`src/rtl/rv32i_types.sv`:
```
// Shared types for the rv32i core slice.
// Holds the halt detector FSM encoding and a small width helper.
package rv32i_types;

  // Halt detector states: IDLE (no loop seen), TRACK (period locked, counting
  // repeats), DRAIN (loop confirmed, letting in-flight stores finish),
  // HALTED (sticky until rst/clear).
  typedef enum logic [1:0] {
    IDLE   = 2'd0,
    TRACK  = 2'd1,
    DRAIN  = 2'd2,
    HALTED = 2'd3
  } halt_state_t;

  // Bits needed to hold values 0..max_val, never less than one bit.
  function automatic int width_min1(input int max_val);
    return (max_val <= 1) ? 1 : $clog2(max_val + 1);
  endfunction

endpackage

```
`src/rtl/halt_detector_pc_history_buf.sv`:
```
// pc_history_buf: valid-tagged shift register of previously committed PCs.
//   clk          clock
//   flush        clear every valid bit (takes priority over shift_en)
//   shift_en     push pc into entry 0, older entries move down by one
//   pc           PC of the commit being compared (and shifted)
//   match_valid  some valid entry equals pc
//   match_period smallest k (1..HIST_DEPTH) with entry k-1 valid and == pc
//   rd_period    indexed read port, selects entry rd_period-1
//   rd_valid     valid bit of the selected entry (0 when rd_period is 0)
//   rd_pc        PC stored in the selected entry
// Entry 0 is always the most recent previous commit; matching uses the
// contents before this cycle's shift.
module pc_history_buf #(
  parameter int XLEN       = 32,
  parameter int HIST_DEPTH = 4,
  localparam int PW        = $clog2(HIST_DEPTH + 1)
) (
  input  logic            clk,
  input  logic            flush,
  input  logic            shift_en,
  input  logic [XLEN-1:0] pc,
  output logic            match_valid,
  output logic [PW-1:0]   match_period,
  input  logic [PW-1:0]   rd_period,
  output logic            rd_valid,
  output logic [XLEN-1:0] rd_pc
);

  logic [XLEN-1:0] hist_pc  [HIST_DEPTH];
  logic [HIST_DEPTH-1:0] hist_vld;

  always_ff @(posedge clk) begin
    if (flush) begin
      hist_vld <= '0;
    end else if (shift_en) begin
      for (int i = HIST_DEPTH - 1; i > 0; i--) begin
        hist_pc[i]  <= hist_pc[i-1];
        hist_vld[i] <= hist_vld[i-1];
      end
      hist_pc[0]  <= pc;
      hist_vld[0] <= 1'b1;
    end
  end

  // Walk from the deepest entry toward entry 0 so the last hit written is
  // the smallest period.
  always_comb begin
    match_valid  = 1'b0;
    match_period = '0;
    for (int k = HIST_DEPTH; k >= 1; k--) begin
      if (hist_vld[k-1] && (hist_pc[k-1] == pc)) begin
        match_valid  = 1'b1;
        match_period = PW'(k);
      end
    end
  end

  always_comb begin
    rd_valid = 1'b0;
    rd_pc    = '0;
    for (int i = 0; i < HIST_DEPTH; i++) begin
      if (rd_period == PW'(i + 1)) begin
        rd_valid = hist_vld[i];
        rd_pc    = hist_pc[i];
      end
    end
  end

endmodule

```
`src/rtl/halt_detector.sv`:
```
// halt_detector: watches the committed-PC stream and raises a sticky halt
// once a loop of period 1..HIST_DEPTH has repeated REPEAT_THRESH times,
// after a DRAIN_CYCLES grace period.
//   clk          clock
//   rst          synchronous active-high reset
//   commit_valid one instruction retires this cycle
//   commit_pc    PC of the retiring instruction
//   clear        synchronous re-arm, same effect as rst on this block
//   halt         sticky halt flag (state == HALTED)
//   armed        high while draining (state == DRAIN)
//   loop_pc      commit_pc of the commit that reached the threshold
//   loop_period  locked loop period, 0 when none
//   state_dbg    current FSM state
// Handshake: commit_valid is a one-cycle qualifier with no back-pressure;
// every cycle it is high the commit is consumed. All outputs come straight
// from registers.
module halt_detector
  import rv32i_types::*;
#(
  parameter int XLEN          = 32,
  parameter int HIST_DEPTH    = 4,
  parameter int REPEAT_THRESH = 2,
  parameter int DRAIN_CYCLES  = 3,
  localparam int PW           = $clog2(HIST_DEPTH + 1)
) (
  input  logic            clk,
  input  logic            rst,
  input  logic            commit_valid,
  input  logic [XLEN-1:0] commit_pc,
  input  logic            clear,
  output logic            halt,
  output logic            armed,
  output logic [XLEN-1:0] loop_pc,
  output logic [PW-1:0]   loop_period,
  output halt_state_t     state_dbg
);

  localparam int CW = width_min1(REPEAT_THRESH);
  localparam int DW = width_min1(DRAIN_CYCLES);

  halt_state_t     state_q, state_d;
  logic [PW-1:0]   period_q, period_d;
  logic [CW-1:0]   cnt_q, cnt_d;
  logic [DW-1:0]   dcnt_q, dcnt_d;
  logic [XLEN-1:0] loop_pc_q, loop_pc_d;

  logic            match_valid;
  logic [PW-1:0]   match_period;
  logic            rd_valid;
  logic [XLEN-1:0] rd_pc;
  logic            shift_en;
  logic            thresh_hit;

  // History is frozen once halted; otherwise every commit is recorded.
  assign shift_en = commit_valid && (state_q != HALTED);

  pc_history_buf #(
    .XLEN      (XLEN),
    .HIST_DEPTH(HIST_DEPTH)
  ) u_hist (
    .clk         (clk),
    .flush       (rst || clear),
    .shift_en    (shift_en),
    .pc          (commit_pc),
    .match_valid (match_valid),
    .match_period(match_period),
    .rd_period   (period_q),
    .rd_valid    (rd_valid),
    .rd_pc       (rd_pc)
  );

  always_comb begin
    state_d    = state_q;
    period_d   = period_q;
    cnt_d      = cnt_q;
    dcnt_d     = dcnt_q;
    loop_pc_d  = loop_pc_q;
    thresh_hit = 1'b0;

    case (state_q)
      IDLE: begin
        if (commit_valid && match_valid) begin
          state_d  = TRACK;
          period_d = match_period;
          cnt_d    = CW'(1);
        end
      end
      TRACK: begin
        if (commit_valid) begin
          if (rd_valid && (rd_pc == commit_pc)) begin
            if (cnt_q < CW'(REPEAT_THRESH)) cnt_d = cnt_q + CW'(1);
          end else if (match_valid) begin
            // Loop shape changed: relock on the new period.
            period_d = match_period;
            cnt_d    = CW'(1);
          end else begin
            state_d  = IDLE;
            period_d = '0;
            cnt_d    = '0;
          end
        end
      end
      DRAIN: begin
        dcnt_d = dcnt_q - DW'(1);
        if (dcnt_q <= DW'(1)) state_d = HALTED;
      end
      default: ;
    endcase

    // Threshold check covers both a fresh lock (REPEAT_THRESH == 1) and a
    // repeat in TRACK. cnt_d is 0 whenever no loop is locked.
    if (commit_valid && ((state_q == IDLE) || (state_q == TRACK)) &&
        (cnt_d >= CW'(REPEAT_THRESH))) begin
      thresh_hit = 1'b1;
    end

    if (thresh_hit) begin
      loop_pc_d = commit_pc;
      dcnt_d    = DW'(DRAIN_CYCLES);
      state_d   = (DRAIN_CYCLES == 0) ? HALTED : DRAIN;
    end
  end

  always_ff @(posedge clk) begin
    if (rst || clear) begin
      state_q   <= IDLE;
      period_q  <= '0;
      cnt_q     <= '0;
      dcnt_q    <= '0;
      loop_pc_q <= '0;
    end else begin
      state_q   <= state_d;
      period_q  <= period_d;
      cnt_q     <= cnt_d;
      dcnt_q    <= dcnt_d;
      loop_pc_q <= loop_pc_d;
    end
  end

  assign halt        = (state_q == HALTED);
  assign armed       = (state_q == DRAIN);
  assign loop_pc     = loop_pc_q;
  assign loop_period = period_q;
  assign state_dbg   = state_q;

endmodule
```
`config.mk`:
```
export PLATFORM = sky130hd
export DESIGN_NAME = halt_detector
export DESIGN_NICKNAME = d
export VERILOG_FILES = /design/src/rtl/rv32i_types.sv /design/src/rtl/halt_detector_pc_history_buf.sv /design/src/rtl/halt_detector.sv
export SDC_FILE = /design/constraint.sdc
export NUM_CORES = 1
export LEC_CHECK = 0
export ABC_AREA = 1
export BUFFER_PORTS_ARGS = -buffer_cell sky130_fd_sc_hd__buf_4
export CAP_MARGIN = 20
export CORE_MARGIN = 10
export CORE_UTILIZATION = 50
export DETAILED_ROUTE_END_ITERATION = 6
export PLACE_DENSITY = 0.72
export SLEW_MARGIN = 10
export SYNTH_ARGS = -nofsm -noshare
export SYNTH_HDL_FRONTEND = slang
export SYNTH_SLANG_ARGS = --single-unit
```
`constraint.sdc`:
```
create_clock -name clk -period 19.5 [get_ports clk]
set_input_delay 1.95 -clock clk [delete_from_list [all_inputs] [get_ports clk]]
set_output_delay 1.95 -clock clk [all_outputs]
set_load 0.02 [all_outputs]
```
Yosys cells after proc, flatten, opt, wreduce, memory -nomap -nowiden

Memories as Yosys holds them, arrays and structs flattened.
Cells that the tools add are included.

Add/sub/neg operators: 2
Magnitude comparators: 3
Eq/ne operators: 23
Muxes and demuxes: 40
Reduce and logical (&&, ||, !) cells: 20

Operators by type and width:

| operator              | number |
|---|---|
| $eq A32 B32 Y1        | 5 |
| $mux W32              | 4 |
| $mux W2               | 12 |
| $mux W3               | 8 |
| $mux W1               | 13 |
| $ne A3 B3 Y1 const B  | 4 |
| $reduce_and A6 Y1     | 2 |
| $ne A2 B2 Y1 const B  | 5 |
| $logic_and A1 B1 Y1   | 9 |
| $eq A3 B2 Y1 const B  | 2 |
| $pmux W2 S3           | 1 |
| $pmux W3 S2           | 1 |
| $eq A2 B2 Y1 const B  | 2 |
| $pmux W2 S2           | 1 |
| $reduce_and A4 Y1     | 1 |
| $reduce_bool A2 Y1    | 2 |
| $reduce_bool A4 Y1    | 1 |
| $eq A3 B1 Y1 const B  | 1 |
| $eq A3 B3 Y1 const B  | 1 |
| $ne A3 B1 Y1 const B  | 1 |
| $reduce_bool A3 Y1    | 1 |
| $add A2 B1 Y2 const B | 1 |
| $eq A2 B1 Y1 const B  | 1 |
| $ge A2 B2 Y1 const B  | 1 |
| 7 further kinds       | 8 |

Bits in registers: 45
RAM bits: 128
Bits of input ports: 36
Output and inout port bits: 39
Word-level logic and storage cells: 96
Memories kept: 1

Memory list:

| name           | words | width | read ports | clocked after memory_dff | wr ports | line                               | source |
|---|---|---|---|---|---|---|---|
| u_hist.hist_pc | 4     | 32    | 4          | 0                        | 4        | halt_detector_pc_history_buf.sv:29 | `logic [XLEN-1:0] hist_pc [HIST_DEPTH];` |

Logic depth before layout (Yosys ltp)

An unclocked memory read counts as a cell.

Depth in word-level cells: 16
Depth in mapped cells: 20
Gate-level depth less buffers: 18

By module

Synthesis repeated with hierarchy kept, for this count alone.

Cell total of the unflattened synthesis: 1237
Area, all modules: 9585.4 sq um

Modules (own cells, without submodules):

| module         | times used | cells an instance | area an instance (sq um) | seq. area each (sq um) |
|---|---|---|---|---|
| pc_history_buf | 1          | 806               | 7079.3                   | 3923.8 |
| halt_detector  | 1          | 431               | 2506.2                   | 820.8 |

Least setup slack after synthesis

No wires, ideal clock.

Path kind: input to register
From: input clear
To: memory u_hist.hist_pc[0][0], enable pin
Setup time: 0.617 ns
Data arrival time: 7.651 ns
Data required time: 18.883 ns
Slack: 11.233 ns
Stages on the path: 3
Path buffers: 0
Cells stage by stage: nor2_1 -> inv_1 -> nor2_1

RTL lines:

| item            | line                               | source |
|---|---|---|
| start, declared | halt_detector.sv:30                | `input logic clear,` |
| end, declared   | halt_detector_pc_history_buf.sv:29 |  |

==> run_results.csv <==
group,metric,value,unit
sta,timing.final.crit_share,24.0,%
min_path,hold_depth,0,
min_path,hold_path_end,"u_hist.hist_pc[3][25]$_DFFE_PP_",
yosys,synth_nets,1241,
routing,initialDrtViolationCount,973,
routing,vias,8393,
yosys,yosysUniqueCellTypes,37,
yosys,netlist_area,0.00946,mm²
finish,utilization,57.7,%
status,status,"complete, no violations",
yosys,synthAdderAreaFrac,0.265,%
floorplanning,die_y,158,µm
critical_path,r2r_cells,16,
floorplanning,start_util,50.7,%
global_route,grt_pass1_vias,7542,
cts,cts.reportedPaths.clkPinSlew,0.07,ns
global_route,use_met1,33.0,%
yosys,post-synth-top-area-cell,"edfxtp_1",
critical_path,r2r_end,"dcnt_q[0]$_SDFFE_PP0P_",
critical_path,worstPathArrival,4.74,ns
placed_design,dp.cells,1473,
global_route,track_usage,24.1,%
placed_design,dpl_cell_area,0.0101,mm²
cts,cts_tree,"yes",
yosys,synthArstFlopShare,0,%
min_path,min-delay-start,"u_hist.hist_pc[2][25]$_DFFE_PP_",
yosys,synth_ff_type,"edfxtp_1",
yosys,synth_xor_area_share,4.35,%
sta,rsz0062_at_grt,"false",
critical_path,r2r-start,"loop_period[1]$_SDFFE_PP0P_",
yosys,ys_ff_latch,173,
sta,tns,0,ns
yosys,synth-simple-area-share,31.2,%
floorplanning,coreArea,0.0186,mm²
placed_design,hpwlAfterDp,22000,µm
yosys,synth_edf_count,128,
yosys,yosysMostFrequentCell,"nand2_1",
yosys,synth_top_family_by_area,"simple AND/OR/NAND/NOR gates",
finish,layout.nets,1296,
yosys,yosys-top-cells-area,"edfxtp_1, nand2_1, dfxtp_1, nand3_1, nor2_1",
yosys,ys_seq_area_share,50.2,%
sta,worst_slack,14.82,ns
power,vdd_drop_max,0.0000599,V
routing,wl_per_cell,19.8,µm
floorplanning,die_area,0.0248,mm²
routing,vias_per_cell,5.58,
finish,layout-drive-gt1-share,12.3,%
yosys,netlist.area_leader.share,40.7,%
floorplanning,ios,75,
critical_path,worstPathMaxFanout,54,
cts,post-cts-setup-buffers,0,
cts,cts_buffers,17,
finish,area_delta_synth_final,13.7,%
power,cellLeakagePower,0.00460,µW
routing,drt-total-wl,29700,µm
yosys,synth_compound_area_share,6.76,%
global_route,grt.overflow.total,0,
sta,finalSetupViolCount,0,
routing,ant_nets,0,
cts,ctsResizeCount,0,
sta,worstMarginPinSlew,0.773,ns
cts,htree_levels,4,
placed_design,gp_congestion,1.01,
sta,slew_headroom,48.3,%
critical_path,startpoint,"clear",
yosys,synthMuxAreaShare,0,%
yosys,ys_warn_count,0,
critical_path,path_class,"in -> reg",
critical_path,r2r_setup_slack,15.19,ns
cts,clk-insertion-delay-late,0.43,ns
cts,cts_max_path_buffers,2,
global_route,grt_use_met2,35.1,%
placed_design,io_buffers,74,
cts,hold_buffers,0,
routing,first_pass_iters,5,
routing,drc,0,
global_route,busiest_layer,"met2",
power,power_density,76.6,mW/mm²
global_route,antenna_found_initial,0,
sta,finalHoldViolCount,0,
global_route,grt.met3_usage,6.33,%
floorplanning,rows,50,
floorplanning,die_width,158,µm
critical_path,worstSetupStartpointType,"input port",
sta,drv_slew,0,
cts,cts_root_buffer,"clkbuf_16",
sta,max_freq,214,MHz
finish,fin_area,0.0108,mm²
sta,fin_worst_skew,0.00787,ns
finish,diodes,0,
job,cap_violations,0,
placed_design,dpl_worst_slack,14.35,ns
global_route,grt_max_degree,67,
yosys,synth_common_cells,"nand2_1, edfxtp_1, nor2_1",
critical_path,cp_data_required_time,19.56,ns
min_path,worstHoldPathType,"reg -> reg",
critical_path,worstSetupEndpointType,"flop",
global_route,grt_first_pass_wirelength,44600,µm
finish,fin_cells,1505,
sta,min_period,4.68,ns
yosys,avgSynthCellArea,7.86,µm²
yosys,netlist_instances,1203,
cts,clock_sinks,173,
-- cells in the final DEF, fill, tap and decap left out, types with 2 or more instances in the layout --
cell and instances:
o22ai_1 10, edfxtp_1 128, xnor2_1 18, a21oi_2 10, clkbuf_16 21, nor3_1 10
o21ai_1 2, nor2_2 5, dfxtp_1 45, nand3b_1 5, clkinv_1 2, ha_1 2
inv_1 108, inv_6 2, nand2_2 2, nor2_4 4, or2_2 16, inv_4 3
or2_0 2, clkinv_4 2, a21oi_1 40, nand3_1 84, clkbuf_8 3, o21ai_0 53
xor2_1 29, nand4_1 30, nor2_1 108, inv_2 4, buf_4 82, nand2_1 434
-- worst max path at each step --
stage / end / cells after the start
global placement: u_hist.hist_pc[0][11]$_DFFE_PP_ / 7
detailed placement: u_hist.hist_pc[0][11]$_DFFE_PP_ / 7
global route: u_hist.hist_pc[3][2]$_DFFE_PP_ / 7
floorplan: u_hist.hist_pc[0][0]$_DFFE_PP_ / 3
finish: u_hist.hist_pc[2][2]$_DFFE_PP_ / 7
CTS: u_hist.hist_pc[0][6]$_DFFE_PP_ / 7
-- sequential cells by signal, summed over array words and instances, names as in the netlist --
register,cells
state_dbg,2
u_hist.hist_vld,4
loop_period,3
u_hist.hist_pc,128
cnt_q,2
dcnt_q,2
loop_pc,32
-- layer usage --
layer	wire length, µm	vias up
li1	-	4020
met2	12900	418
met1	12600	3895
met5	0	-
met3	3120	60
met4	1100	0
-- where the power goes --
part | leakage, µW | internal, µW | switching (µW)
clock network | 0.000315 | 206 | 150
registers | 0.00154 | 401 | 5.88
logic | 0.00275 | 19.0 | 41.9
total | 0.00460 | 625 | 197
-- area by class of cell --
class                           count  area, µm²
Fill cell                        1668       7890
Sequential cell                   173       4740
Multi-Input combinational cell    870       4040
Timing Repair Buffer               82        616
Clock buffer                       24        567
Inverter                          114        428
Tap cell                          234        293
Clock inverter                      8       58.8
-- logic make-up (layout without fill, tap and decap cells) --
kind of cell,count (synthesis),after routing
AND/OR/NAND/NOR,704,704
flip-flops,173,173
buffers and inverters,160,228
AO/OA/AOI/OAI,117,117
XOR/XNOR,47,47
adder cells (fa/ha/maj),2,2
-- critical path, stage by stage --
cell    delay [ns]
buf_4         0.11
nor2_2        0.09
buf_4         0.36
inv_1         0.21
nor2_4        0.61
buf_4         0.67
buf_4         0.65
-- metrics by stage --
stage / power, µW / hold slack [ns]
6_report: 823 / 0.451
5_1_grt: 849 / 0.469
4_1_cts: 826 / 0.452
3_5_place_dp: 474 / 0.436
3_3_place_gp: 474 / 0.428
2_1_floorplan: 449 / 0.426
Note: power is estimated with default switching activity, not from simulation.
